--- config.mk ---
export PLATFORM = sky130hd
export DESIGN_NAME = fifo_pixel_unpacker
export DESIGN_NICKNAME = d
export VERILOG_FILES = /design/src/rtl/cave_video_pkg.sv /design/src/rtl/sat_counter.sv /design/src/rtl/fifo_pixel_unpacker.sv
export SDC_FILE = /design/constraint.sdc
export NUM_CORES = 1
export LEC_CHECK = 0
export CELL_PAD_IN_SITES_DETAIL_PLACEMENT = 1
export CELL_PAD_IN_SITES_GLOBAL_PLACEMENT = 2
export CORE_AREA = 2 2 112 114
export CTS_CLUSTER_DIAMETER = 100
export DETAILED_ROUTE_END_ITERATION = 10
export DIE_AREA = 0 0 114 116
export PLACE_DENSITY_LB_ADDON = 0.1
export SLEW_MARGIN = 25
export SYNTH_ARGS = -nofsm -noshare
export SYNTH_HDL_FRONTEND = slang
export SYNTH_SLANG_ARGS = --single-unit
--- constraint.sdc ---
create_clock -name clock -period 1.8 [get_ports clock]
set_input_delay 0.36 -clock clock [delete_from_list [all_inputs] [get_ports clock]]
set_output_delay 0.36 -clock clock [all_outputs]
set_load 0.01 [all_outputs]
--- src/rtl/cave_video_pkg.sv ---
// cave_video_pkg: shared pixel/word geometry and the underflow marker colour for the video read path.
package cave_video_pkg;
   localparam int PIXEL_WIDTH = 16;
   localparam int WORD_WIDTH = 32;
   localparam int PIXELS_PER_WORD = WORD_WIDTH / PIXEL_WIDTH;
   localparam int COUNT_WIDTH = 16;
   typedef logic [PIXEL_WIDTH-1:0] pixel_t;
   localparam pixel_t UNDERFLOW_COLOR = 16'h7C1F;
endpackage

--- src/rtl/sat_counter.sv ---
// sat_counter: synchronous-clear up-counter that sticks at all-ones.
module sat_counter #(
   parameter int WIDTH = 16
) (
   input  logic             clock,
   input  logic             clear,
   input  logic             inc,
   output logic [WIDTH-1:0] value
);
   always_ff @(posedge clock)
      value <= clear ? '0 : (inc && !(&value)) ? value + WIDTH'(1) : value;
endmodule

--- src/rtl/fifo_pixel_unpacker.sv ---
// fifo_pixel_unpacker: pops FIFO words and emits one registered pixel per active-display cycle,
// realigning on each vertical-blank rise and tallying underflow cycles.
module fifo_pixel_unpacker #(
   parameter int                     WORD_WIDTH      = cave_video_pkg::WORD_WIDTH,
   parameter int                     PIXEL_WIDTH     = cave_video_pkg::PIXEL_WIDTH,
   parameter logic [PIXEL_WIDTH-1:0] UNDERFLOW_COLOR = cave_video_pkg::UNDERFLOW_COLOR,
   parameter int                     COUNT_WIDTH     = cave_video_pkg::COUNT_WIDTH
) (
   input  logic                   clock,
   input  logic                   reset,
   output logic                   io_deq_ready,
   input  logic                   io_deq_valid,
   input  logic [WORD_WIDTH-1:0]  io_deq_bits,
   input  logic                   io_video_enable,
   input  logic                   io_video_vBlank,
   output logic                   io_pixel_valid,
   output logic [PIXEL_WIDTH-1:0] io_pixel_bits,
   output logic                   io_underflow,
   output logic [COUNT_WIDTH-1:0] io_underflowCount
);
   localparam int PIXELS_PER_WORD = WORD_WIDTH / PIXEL_WIDTH;
   localparam int CW = $clog2(PIXELS_PER_WORD + 1);
   localparam int IW = PIXELS_PER_WORD > 1 ? $clog2(PIXELS_PER_WORD) : 1;
   logic [WORD_WIDTH-1:0] word;
   logic [CW-1:0]         cnt;
   logic [IW-1:0]         idx;
   logic                  vblank_d;
   logic                  vb_rise, xfer, consume, starve;
   assign vb_rise = io_video_vBlank & ~vblank_d;
   // Accept the next word on the same edge the last pixel leaves, so streaming has no bubble.
   assign io_deq_ready = ~reset & ~vb_rise & ((cnt == '0) | ((cnt == CW'(1)) & io_video_enable));
   assign xfer = io_deq_ready & io_deq_valid;
   assign consume = io_video_enable & ~vb_rise & (cnt != '0);
   assign starve = io_video_enable & ~vb_rise & (cnt == '0);
   always_ff @(posedge clock) begin
      if (reset) begin
         word <= '0;
         cnt <= '0;
         idx <= '0;
         vblank_d <= 1'b0;
         io_pixel_valid <= 1'b0;
         io_pixel_bits <= '0;
         io_underflow <= 1'b0;
      end else begin
         vblank_d <= io_video_vBlank;
         io_pixel_valid <= consume;
         if (vb_rise) begin
            cnt <= '0;
            idx <= '0;
            io_underflow <= 1'b0;
         end
         if (consume) begin
            io_pixel_bits <= word[idx*PIXEL_WIDTH +: PIXEL_WIDTH];
            idx <= idx + IW'(1);
            cnt <= cnt - CW'(1);
         end
         if (starve) begin
            io_pixel_bits <= UNDERFLOW_COLOR;
            io_underflow <= 1'b1;
         end
         // A fresh word overrides this cycle's decrement.
         if (xfer) begin
            word <= io_deq_bits;
            cnt <= CW'(PIXELS_PER_WORD);
            idx <= '0;
         end
      end
   end
   sat_counter #(.WIDTH(COUNT_WIDTH)) u_underflow_count (
      .clock(clock),
      .clear(reset),
      .inc(starve),
      .value(io_underflowCount)
   );
endmodule
[Yosys cells after proc, flatten, opt, wreduce, memory -nomap -nowiden]
Index checks and enable logic that the tools add are counted.
Widths: inputs -> output; s select.
Word-level totals
  bits in registers: 70
  output and inout bits: 35
  word-level logic and storage cells: 46
Cells by class
  add/sub/neg operators: 3
  eq/ne operators: 1
  shift operators: 1
  mux-type cells: 8
  bitwise logic cells: 12
  reduce and logical (&&, ||, !) cells: 11
Operator list (count)
  $shiftx 32x6->16: 1
  $mux 15: 2
  $add 16x1->16 const B: 1
  $reduce_and 16->1: 1
  $and 1x1->1: 8
  $reduce_bool 2->1: 4
  $mux 2: 3
  $reduce_or 2->1: 2
  $mux 1: 3
  $not 1->1: 3
  $reduce_bool 3->1: 1
  $eq 2x1->1 const B: 1
  $logic_not 2->1: 1
  $sub 2x1->2 const B: 1
  $add 1x1->1 const B: 1
  $logic_and 1x1->1: 1
  $logic_not 1->1: 1
  $or 1x1->1: 1

[Longest topological paths before layout]
Gate-level depths: netlist (run 1).
  word-level depth: 7
  gate-level depth with buffers: 8
  gate-level depth less buffers: 6

[Cells and area by module]
Synthesis (run 1) repeated with hierarchy kept, for this count alone.
Second synthesis, totals
  cell total of the unflattened synthesis: 349
  area, all modules: 3259.4 µm²
By module, submodules not included
  fifo_pixel_unpacker: times used 1, cells an instance 253, area each 2426.1 µm², seq. area each 1081.0 µm²
  sat_counter: times used 1, cells an instance 96, area each 833.3 µm², seq. area each 320.3 µm²

[Worst setup path before layout (run 1)]
OpenSTA, ideal clock, no wires.
  path kind: flip-flop to flip-flop
  start: register cnt[0]
  end: register u_underflow_count.value[13]
  library setup time: 0.121 ns
  arrival: 1.612 ns
  data required time: 1.679 ns
  setup slack: 0.067 ns
  cell stages (with the launch flop): 8
  buffers on the path: 1
  period minus slack after synthesis: 1.733 ns
  path through: dfxtp_1 -> inv_1 -> ha_1 -> and3_1 -> nand4_1 -> buf_2 -> nor4_1 -> mux2_2
On the way
  longest elaborated chain between the ends: 3
RTL lines
  from (decl): RTL line fifo_pixel_unpacker.sv:25  | logic [CW-1:0] cnt;
  from (signal assigned): RTL line fifo_pixel_unpacker.sv:55  | cnt <= cnt - CW'(1);
  from (signal assigned): RTL line fifo_pixel_unpacker.sv:64  | cnt <= CW'(PIXELS_PER_WORD);
  $logic_not 2->1: RTL line fifo_pixel_unpacker.sv:34  | assign starve = io_video_enable & ~vb_rise & (cnt == '0);
  $and 1x1->1: RTL line fifo_pixel_unpacker.sv:34
  $logic_and 1x1->1: RTL line sat_counter.sv:11  | value <= clear ? '0 : (inc && !(&value)) ? value + WIDTH'(1) : value;
  to (signal assigned): RTL line sat_counter.sv:11
  to (decl): RTL line sat_counter.sv:8  | output logic [WIDTH-1:0] value
Every way passes these cells.
A chain may end at the register's enable or synchronous reset.

[Final worst setup path (run 1)]
  start: register cnt[1]
  end: output port io_deq_ready
On the way
  longest elaborated chain between the ends: 4
  elaborated cells between the ends (all ways): 5
  classes of those cells: eq/ne: 1; bitwise: 3; reduce/logical: 1
RTL lines
  $eq 2x1->1: RTL line fifo_pixel_unpacker.sv:31  | assign io_deq_ready = ~reset & ~vb_rise & ((cnt == '0) | ((cnt == CW'(1)) & io_video_enable));
  $and 1x1->1: RTL line fifo_pixel_unpacker.sv:31
  $or 1x1->1 (*): RTL line fifo_pixel_unpacker.sv:31
  $and 1x1->1 (*): RTL line fifo_pixel_unpacker.sv:31
  to (decl): RTL line fifo_pixel_unpacker.sv:11  | output logic io_deq_ready,
Every way passes the cells marked *; elsewhere a longest branch is shown, timed or not.

==> results.md, run 1 <==
- H-tree depth: 3
- # clock sinks: 70
- Worst Reg-to-Reg Cells: 10
- Final setup vio count: 0
- Most frequent cells after synthesis: 77 x nand2_1, 70 x dfxtp_1, 40 x a21oi_1
- # diodes: 0
- Syn. warnings: 0
- Switch Pwr: 1.00 mW
- Buf/Inv on CP: 3
- Max Slew Vio Count: 0
- PortBufs: 71
- Worst min-delay path class: reg -> reg
- Leakage: 1.74 nW
- Drt total wl: 9890 um
- Area growth syn-to-layout: 54.1%
- Hold Crit Depth: 2
- Fmax: 562 MHz
- Least-Margin Pin Slew: 552 ps
- Reg-to-reg slack, setup: 60 ps
- First-pass GRT wire length: 15100 um
- Sw Ratio: 23.9%
- DRT Pass-1 Iters: 4
- Hold Crit Endpoint: word[12]$_SDFFE_PP0P_
- Vias in the first global route: 2965
- Area leader, netlist: dfxtp_1
- Final period util: 98.9%
- Share of post-route cells with drive strength above 1: 19.2%
- Die area: 13200 um^2
- GP Congestion: 0.747
- Longest Clk Path Bufs: 2
- RR Startpoint: cnt[1]$_SDFFE_PP0P_
- Post-route setup TNS: 0 ps
- All-Layer GR Usage: 14.7%
- Final hold slack: 452 ps
- Sequential share of power: 39.6%
- Root Buffer: clkbuf_16
- Drt wl/cell: 16.1 um
- Row count: 40
- DR vias: 2888
- Fin crit period: 1780 ps
- CTS tree: built
- Startpoint Class: flip-flop
- Max stage delay on crit path: 330 ps
- Top cell type's share of synthesized area: 45.9%
- Largest net degree at the start of global routing: 50
- Top-count cell post-synth: nand2_1
- Ranking of synthesized cells by area: dfxtp_1 46%, nand2_1 9.5%, a21oi_1 6.6%
- Post-Route Utilization: 39.5%
- DRC violation count after routing: 0
- Endpoint class of the critical path: output port
- PD cells: 889 nW/um^2
- Antenna violations before repair: 0
- CP Cell Sequence: inv_2 > buf_6 > ha_4 > a21o_1 > and3_1 > buf_2
- Initial Util: 25.6%
- Worst skew pair latency: 330 ps
- Syn Area/Cell: 8.45 um^2
- Combinational power share: 13.8%
- Post-synth EDFFs: 0
- Sequential fraction of the synthesis area: 45.9%
- Data arrival, critical path: 1420 ps
- Final Hold Viols: 0
- Async S/R FF share, synth: 0%
- Synth Cell Area: 3050 um^2
- PnR Total Power: 4.18 mW
- Max Cap Violations: 0
- Overflow left after global routing: 0
- Worst IR Drop VDD: 0.422 mV
- Crit path max-delay cell type: dfxtp_2
- Required time worst endpoint: 1440 ps
- Power share of the clock group: 46.6%
- Syn Nets: 401
- Status: complete, no violations
- HPWL Detailed: 6280 um
- Via density: 4.70
- CP Depth: 6
- Clock-pin slew on the worst setup and hold paths: 60 ps
- Worst-path fanout max: 2
- # nets final: 503
- Die Ht: 116 um
- Slew margin rel.: 63.2%
- Primary FF master, synth: dfxtp_1
- 1st-iter DRT viols: 181
- # IOs: 72
- Synth unique cells: 42
- Num CTS Buffers: 9
- Clock Skews: 8.18 ps
- #FFs+latches synth: 70
- Area of the core: 11900 um^2
- Hold_sp: word[12]$_SDFFE_PP0P_
- Critical path's top delay family: flip-flops
- P_int: 3.18 mW
- RSZ-0062 raised after global routing: true
- DRT antenna net count: 0
- Die W: 114 um
- Cells after synthesis: 361
- Kind of critical path: reg -> out
- Worst R2R End: word[17]$_SDFFE_PP0P_
## metrics by stage
stage | std cells | setup slack [ps] | cell area (um^2)
after global placement | 590 | -252 | 4140
after floorplan | 361 | 67.0 | 3050
after detailed placement | 590 | -279 | 4140
after global routing | 615 | -41.8 | 4700
final | 615 | 20.4 | 4700
after CTS | 607 | 5.95 | 4500
## cells by family after synthesis
logic type                 synth area share [%]
buffers and inverters                      5.25
muxes                                      6.23
DFF                                        45.9
and+or+nand+nor                            27.0
adders and majority gates                  1.23
AOI/OAI and AO/OA                          13.8
xor gates and xnor gates                  0.574
## cell type report
class                   instances  area (um^2)
fillers                      1415         7210
multi-input cells             260         1590
flip-flops and latches         70         1400
repair buffers                116         1180
clock buffers                  11          243
well taps                     147          184
clock inverters                 5         82.6
inverters                       6         22.5
## power groups by stage
stage	sequential [mW]	clock (mW)	combinational (mW)
final	1.65	1.95	0.578
after detailed placement	1.69	0	0.516
after floorplan	1.69	0	0.223
after global routing	1.66	2.07	0.629
after CTS	1.65	2.01	0.529
after global placement	1.68	0	0.512
## how the worst max path moves through the flow
| stage | start | endpoint | slack [ps] |
|---|---|---|---|
| 2_1_floorplan | cnt[0]$_SDFFE_PP0P_ | u_underflow_count.value[13]$_SDFFE_PP0P_ | 70 |
| 3_3_place_gp | io_video_vBlank | io_deq_ready | -250 |
| 3_5_place_dp | io_video_vBlank | io_pixel_bits[0]$_SDFFE_PP0P_ | -280 |
| 4_1_cts | cnt[1]$_SDFFE_PP0P_ | io_deq_ready | 6 |
| 5_1_grt | cnt[1]$_SDFFE_PP0P_ | io_deq_ready | -40 |
| 6_report | cnt[1]$_SDFFE_PP0P_ | io_deq_ready | 20 |
## tightest hold or removal path: cells and delay by family (launching register included)
kind	cells	cell delay, ps
DFF	1	300
and+or+nand+nor	1	50
AOI/OAI and AO/OA	1	50
## cell usage in the layout, fill, tap and decap left out, types with 4 or more instances in the layout
cell type        Yosys  layout
nand2_1             77      76
buf_6                2       6
nand4_1              5       5
a2111oi_0           10       8
mux2i_1             13      13
a21oi_1             40      39
nor3_1              14      14
buf_12               0       5
or4_1                5       4
buf_4                0      31
o31ai_1              4       4
dfxtp_1             70      69
clkbuf_16            0      12
nor2b_1             16      16
inv_1                6       4
nor2_1              30      30
clkdlybuf4s50_1      0      69
## metal layers
layer,GRT usage [%],vias up,routed length (um)
met2,25.2,50,4970
met5,0,-,0
met3,3.50,10,311
met1,18.4,1371,4510
li1,-,1457,-
met4,4.39,0,106
## flip-flops by register name, summed over array words and instances, names as in the netlist
| register | flops |
|---|---|
| idx | 1 |
| u_underflow_count.value | 16 |
| io_pixel_bits | 16 |
| vblank_d | 1 |
| io_underflow | 1 |
| word | 32 |
| io_pixel_valid | 1 |
| cnt | 2 |
## what timing repair did
action | in CTS | in global routing
gates cloned | 0 | 4
setup endpoints to repair | 9 | 47
hold buffers | 0 | 0
buffers inserted | 1 | 4
gates resized for setup | 12 | 22
pin swaps | 2 | 5
Power figures use the tool's default switching activity.
==> run 2, diff against run 1 <==
Settings changed: CORE_AREA 2 2 112 114 to 2 2 103 105, DIE_AREA 0 0 114 116 to 0 0 105 107.
Clock period 1.8 ns to 2.1 ns, I/O delays scaled along.
==> run 2 against run 1 <==
Compared with the run above: power fell by 22%; sequential power fell by 15%; sequential share of layout area rose by 3.2 points; utilization rose by 2.6 points; global-route usage rose by 1.0 points; non-clock buffer count fell by 27; count of clock-buffer cells in the layout fell by 1; first-iteration DRC count fell by 72%; wire length fell by 15%; worst setup slack improved by 95 ps; critical endpoint unchanged; largest power group unchanged.
==> results.md, run 2 (same netlist as run 1, synthesis figures left out) <==
- Endpoint class of the critical path: output port (unchanged)
- Worst skew pair latency: 340 ps (was 330 ps)
- FF+latch area: 1400 um^2 (unchanged)
- RSZ-0062 raised after global routing: false (was true)
- Combinational power share: 12.4% (was 13.8%)
- Final setup vio count: 0 (unchanged)
- CTS tree: built (unchanged)
- Drt wl/cell: 14.5 um (was 16.1 um)
- GP Congestion: 0.753 (was 0.747)
- 1st-iter DRT viols: 51 (was 181)
- Final hold slack: 454 ps (was 452 ps)
- Filler instances: 1218 (was 1415)
- Status: complete, no violations (unchanged)
- Area of the core: 10100 um^2 (was 11900 um^2)
- Die area: 11200 um^2 (was 13200 um^2)
- Least-Margin Pin Slew: 741 ps (was 552 ps)
- Row count: 37 (was 40)
- Fmax: 504 MHz
- Placed cell count: 561 (was 590)
- Multi-input gate area: 1500 um^2 (was 1590 um^2)
- HPWL Detailed: 5610 um (was 6280 um)
- Overflow left after global routing: 0 (unchanged)
- PD cells: 765 nW/um^2 (was 889 nW/um^2)
- Post-CTS setup buffers: 0 (was 1)
- Worst IR Drop VDD: 0.371 mV (was 0.422 mV)
- Die W: 105 um (was 114 um)
- Final Hold Viols: 0 (unchanged)
- Most common cell after layout, fill and taps aside: nand2_1 (unchanged)
- PortBufs: 71 (unchanged)
- Drt total wl: 8390 um (was 9890 um)
- WL met1: 3760 um (was 4510 um)
- Biggest regs: word: 32 flops, io_pixel_bits: 16 flops, u_underflow_count.value: 16 flops (unchanged)
- DR WL met2: 4210 um (was 4970 um)
- Routed wl met3: 393 um (was 311 um)
- Startpoint Class: input pin (was flip-flop)
- Slew margin rel.: 50.6% (was 63.2%)
- DRC violation count after routing: 0 (unchanged)
- Sequential share of power: 43.5% (was 39.6%)
- Data arrival, critical path: 1560 ps (was 1420 ps)
- All-Layer GR Usage: 15.7% (was 14.7%)
- DR vias: 2798 (was 2888)
- Max Cap Violations: 0 (unchanged)
- Power share of the clock group: 44.0% (was 46.6%)
- Sw Ratio: 23.1% (was 23.9%)
- Largest net degree at the start of global routing: 70 (was 50)
- DRT Pass-1 Iters: 4 (unchanged)
- Initial Util: 30.2% (was 25.6%)
- Die Ht: 107 um (was 116 um)
- Post-Layout Cell Count: 577 (was 615)
- Fin crit period: 1980 ps
- Worst min-delay path class: reg -> reg (unchanged)
- P_int: 2.50 mW (was 3.18 mW)
- # clock sinks: 70 (unchanged)
- Max Slew Vio Count: 0 (unchanged)
- # diodes: 0 (unchanged)
- Kind of critical path: in -> out (was reg -> out)
- Num CTS Buffers: 9 (unchanged)
- Final period util: 94.5%
- Via density: 4.85 (was 4.70)
- Required time worst endpoint: 1680 ps (was 1440 ps)
- Clock Skews: 10.9 ps (was 8.18 ps)
- Max reg flops: 32 (unchanged)
- Leakage: 1.53 nW (was 1.74 nW)
- Antenna violations before repair: 0 (unchanged)
- Switch Pwr: 0.749 mW (was 1.00 mW)
- Share of post-route cells with drive strength above 1: 11.1% (was 19.2%)
- CTS Hold Bufs: 0 (unchanged)
- Largest reg by FF count: word (unchanged)
- First-pass GRT wire length: 14200 um (was 15100 um)
- Vias in the first global route: 2886 (was 2965)
- Longest Clk Path Bufs: 2 (unchanged)
- # nets final: 476 (was 503)
- H-tree depth: 3 (unchanged)
- DRT antenna net count: 0 (unchanged)
- Area growth syn-to-layout: 39.1% (was 54.1%)
- DR top layer: met4 (unchanged)
- Root Buffer: clkbuf_8 (was clkbuf_16)
- Commonest cells after routing, fill and taps aside: 77 x nand2_1, 69 x dfxtp_1, 69 x clkdlybuf4s50_1 (was 76 x nand2_1, 69 x dfxtp_1, 69 x clkdlybuf4s50_1)
- Clock-pin slew on the worst setup and hold paths: 80 ps (was 60 ps)
- Worst-path fanout max: 4 (was 2)
- # IOs: 72 (unchanged)
## run 2: final timing paths
path,from,end,slack (ps),cells after the start
worst max-delay path,io_video_enable,io_deq_ready,120,4
worst min-delay path,word[3]$_SDFFE_PP0P_,word[3]$_SDFFE_PP0P_,450,2
worst max register to register,cnt[1]$_SDFFE_PP0P_,u_underflow_count.value[13]$_SDFFE_PP0P_,210,7
worst min register to register,word[3]$_SDFFE_PP0P_,word[3]$_SDFFE_PP0P_,450,2
## run 2: final cells by class
class	count	area share (%)
Multi-Input combinational cell	260	35.3
Sequential cell	70	33.1
Timing Repair Buffer	89	21.0
Tap cell	136	4.01
Clock inverter	6	3.16
Clock buffer	10	3.01
Inverter	6	0.531
## run 2: worst max-delay path, cell delays in order
cell,delay (ps)
clkdlybuf4s50_1,490
a21o_1,200
and3_1,180
dlygate4sd2_1,280
## run 2: per-stage QoR
stage / setup TNS, ps / instance area [um^2] / total power [mW] / setup slack [ps] / util, %
after detailed placement: -661 / 3970 / 1.86 / -137 / 39.4
after floorplan: 0 / 3050 / 1.64 / 367 / -
after global routing: 0 / 4240 / 3.40 / 37.0 / 42.0
final: 0 / 4240 / 3.25 / 115 / 42.0
after global placement: -317 / 3970 / 1.85 / -111 / 39.4
after CTS: 0 / 4240 / 3.31 / 29.2 / 42.0
## run 2: layer usage
layer  vias up  track usage (%)
met4         0             3.43
met1      1344             18.9
met5         -                0
li1       1398                -
met3         2             4.80
met2        54             27.6
## run 2: power by group through the flow
stage	sequential [mW]	clock [mW]	combinational [mW]
floorplan	1.45	0	0.191
global placement	1.44	0	0.408
detailed placement	1.45	0	0.411
CTS	1.41	1.48	0.412
global route	1.42	1.53	0.450
finish	1.41	1.43	0.403
## run 2: what timing repair did
action,CTS,global route
setup endpoints to repair,1,2
pin swaps,0,0
gates resized for setup,2,2
==> run 3, diff against run 2 <==
Settings changed: CELL_PAD_IN_SITES_DETAIL_PLACEMENT 1 to unset, CELL_PAD_IN_SITES_GLOBAL_PLACEMENT 2 to unset, CORE_AREA 2 2 103 105 to 2 2 86 88, DIE_AREA 0 0 105 107 to 0 0 88 90, PLACE_DENSITY set to 0.72, PLACE_DENSITY_LB_ADDON 0.1 to unset, TNS_END_PERCENT set to 100.
==> run 3 against run 2 <==
Compared with the run above: count of clock-buffer cells in the layout grew 2; final cell count shrank 5.9%; critical path depth grew 3; register-to-register slack lost 90 ps; utilization grew 16 points.
==> results.md, run 3 (same netlist as run 1, synthesis figures left out) <==
- Worst Reg-to-Reg Cells: 7 (unchanged)
- Data arrival, critical path: 2210 ps (was 1560 ps)
- Worst skew pair latency: 340 ps (about the same)
- Worst IR Drop VDD: 0.412 mV (was 0.371 mV)
- Max Cap Violations: 0 (unchanged)
- Worst-path fanout max: 7 (was 4)
- Longest Clk Path Bufs: 2 (unchanged)
- Die area: 7920 um^2 (was 11200 um^2)
- DRC violation count after routing: 0 (unchanged)
- Reg-to-reg slack, setup: 120 ps (was 210 ps)
- Filler instances: 626 (was 1218)
- PortBufs: 71 (unchanged)
- Hold_sp: word[3]$_SDFFE_PP0P_ (unchanged)
- Final hold slack: 451 ps (was 454 ps)
- Endpoint class of the critical path: flip-flop (was output port)
- RR Startpoint: cnt[1]$_SDFFE_PP0P_ (unchanged)
- Final setup vio count: 0 (unchanged)
- Hold Crit Depth: 2 (unchanged)
- GP Congestion: 0.787 (was 0.753)
- Post-route setup TNS: 0 ps (unchanged)
- Initial Util: 43.5% (was 30.2%)
- Max reg flops: 32 (unchanged)
- H-tree depth: 3 (unchanged)
- Die W: 88 um (was 105 um)
- Slew margin rel.: 53.9% (was 50.6%)
- Area growth syn-to-layout: 34.7% (was 39.1%)
- Clock-pin slew on the worst setup and hold paths: 70 ps (was 80 ps)
- Biggest regs: word: 32 flops, io_pixel_bits: 16 flops, u_underflow_count.value: 16 flops (unchanged)
- Commonest cells after routing, fill and taps aside: 77 x nand2_1, 69 x dfxtp_1, 69 x clkdlybuf4s50_1 (unchanged)
- Leakage: 1.50 nW (was 1.53 nW)
- Fin crit period: 1980 ps (about the same)
- HPWL Detailed: 4860 um (was 5610 um)
- Hold Crit Endpoint: word[3]$_SDFFE_PP0P_ (unchanged)
- Antenna violations before repair: 0 (unchanged)
- Startpoint Class: flip-flop (was input pin)
- Largest net degree at the start of global routing: 70 (unchanged)
- PD cells: 669 nW/um^2 (was 765 nW/um^2)
- Fmax: 504 MHz (about the same)
- Kind of critical path: reg -> reg (was in -> out)
- RSZ-0062 raised after global routing: false (unchanged)
- Final Hold Viols: 0 (unchanged)
- Vias in the first global route: 2648 (was 2886)
- Worst R2R End: u_underflow_count.value[13]$_SDFFE_PP0P_ (unchanged)
- Required time worst endpoint: 2330 ps (was 1680 ps)
- Final period util: 94.5% (about the same)
- CTS Hold Bufs: 0 (unchanged)
- All-Layer GR Usage: 18.4% (was 15.7%)
- Overflow left after global routing: 0 (unchanged)
- # clock sinks: 70 (unchanged)
- First-pass GRT wire length: 11800 um (was 14200 um)
- # diodes: 0 (unchanged)
- Setup WS pre-CTS: -52.7 ps (was -137 ps)
- Worst min-delay path class: reg -> reg (unchanged)
- CTS tree: built (unchanged)
- Clock Skews: 5.01 ps (was 10.9 ps)
- Least-Margin Pin Slew: 692 ps (was 741 ps)
- DR vias: 2793 (was 2798)
- Row count: 31 (was 37)
- Max Slew Vio Count: 0 (unchanged)
- # IOs: 72 (unchanged)
- DRT antenna net count: 0 (unchanged)
- Share of post-route cells with drive strength above 1: 11.3% (was 11.1%)
- Root Buffer: clkbuf_8 (unchanged)
- Num CTS Buffers: 9 (unchanged)
- Status: complete, no violations (unchanged)
- Most common cell after layout, fill and taps aside: nand2_1 (unchanged)
- Drt wl/cell: 13.2 um (was 14.5 um)
- Drt total wl: 7170 um (was 8390 um)
- Final worst setup slack: 115 ps (about the same)
- Area of the core: 7020 um^2 (was 10100 um^2)
- Largest reg by FF count: word (unchanged)
- # nets final: 479 (was 476)
- Die Ht: 90 um (was 107 um)
- Via density: 5.14 (was 4.85)
- DRT Pass-1 Iters: 4 (unchanged)
- Post-Route Utilization: 58.5% (was 42.0%)
- 1st-iter DRT viols: 142 (was 51)
==> run 3: how the worst max path moves through the flow <==
stage	from	endpoint	slack, ps	depth (start not counted)
floorplan	cnt[0]$_SDFFE_PP0P_	u_underflow_count.value[13]$_SDFFE_PP0P_	370	7
CTS	cnt[0]$_SDFFE_PP0P_	io_deq_ready	110	5
detailed placement	io_video_vBlank	io_deq_ready	-50	4
finish	cnt[1]$_SDFFE_PP0P_	u_underflow_count.value[13]$_SDFFE_PP0P_	120	7
global placement	io_video_vBlank	io_deq_ready	-30	4
global route	cnt[1]$_SDFFE_PP0P_	u_underflow_count.value[13]$_SDFFE_PP0P_	50	7
==> run 3: worst max-delay path, stage by stage (launching register included) <==
cell	delay, ps
dfxtp_1	310
inv_1	80
ha_2	230
and3_1	200
nand4_1	120
buf_4	180
nor4_1	380
mux2_2	380
==> run 3: routing by layer <==
layer	share of wire [%]	routed length [um]	global-route usage, %
met5	0	0	0
met4	1.8	130	9.36
met3	5.1	365	3.31
met2	46	3300	28.2
met1	47	3370	24.6
==> run 3: cell type report <==
type                            count  area [um^2]  area share, %
Clock buffer                       12          145           3.53
Multi-Input combinational cell    260         1490           36.3
Clock inverter                      4         22.5          0.548
Inverter                            6         22.5          0.548
Timing Repair Buffer               92          900           21.9
Tap cell                           99          124           3.02
Sequential cell                    70         1400           34.1
==> run 3: stage by stage <==
stage	instance area, um^2	cells	power, mW
6_report	4110	543	2.75
5_1_grt	4110	543	2.86
4_1_cts	4110	543	2.77
3_5_place_dp	3940	527	1.84
3_3_place_gp	3940	527	1.83
2_1_floorplan	3050	361	1.64
==> run 3: power by group <==
group	internal (mW)	switching (mW)
combinational	0.205	0.187
clock	0.456	0.486
sequential	1.38	0.0308
total	2.04	0.704
==> run 3: repair_timing <==
| action | CTS | global route |
|---|---|---|
| endpoints found under the hold margin | 0 | 0 |
| buffers inserted | 0 | 0 |
| gates resized for setup | 3 | 0 |
| endpoints found under the setup margin | 1 | 0 |
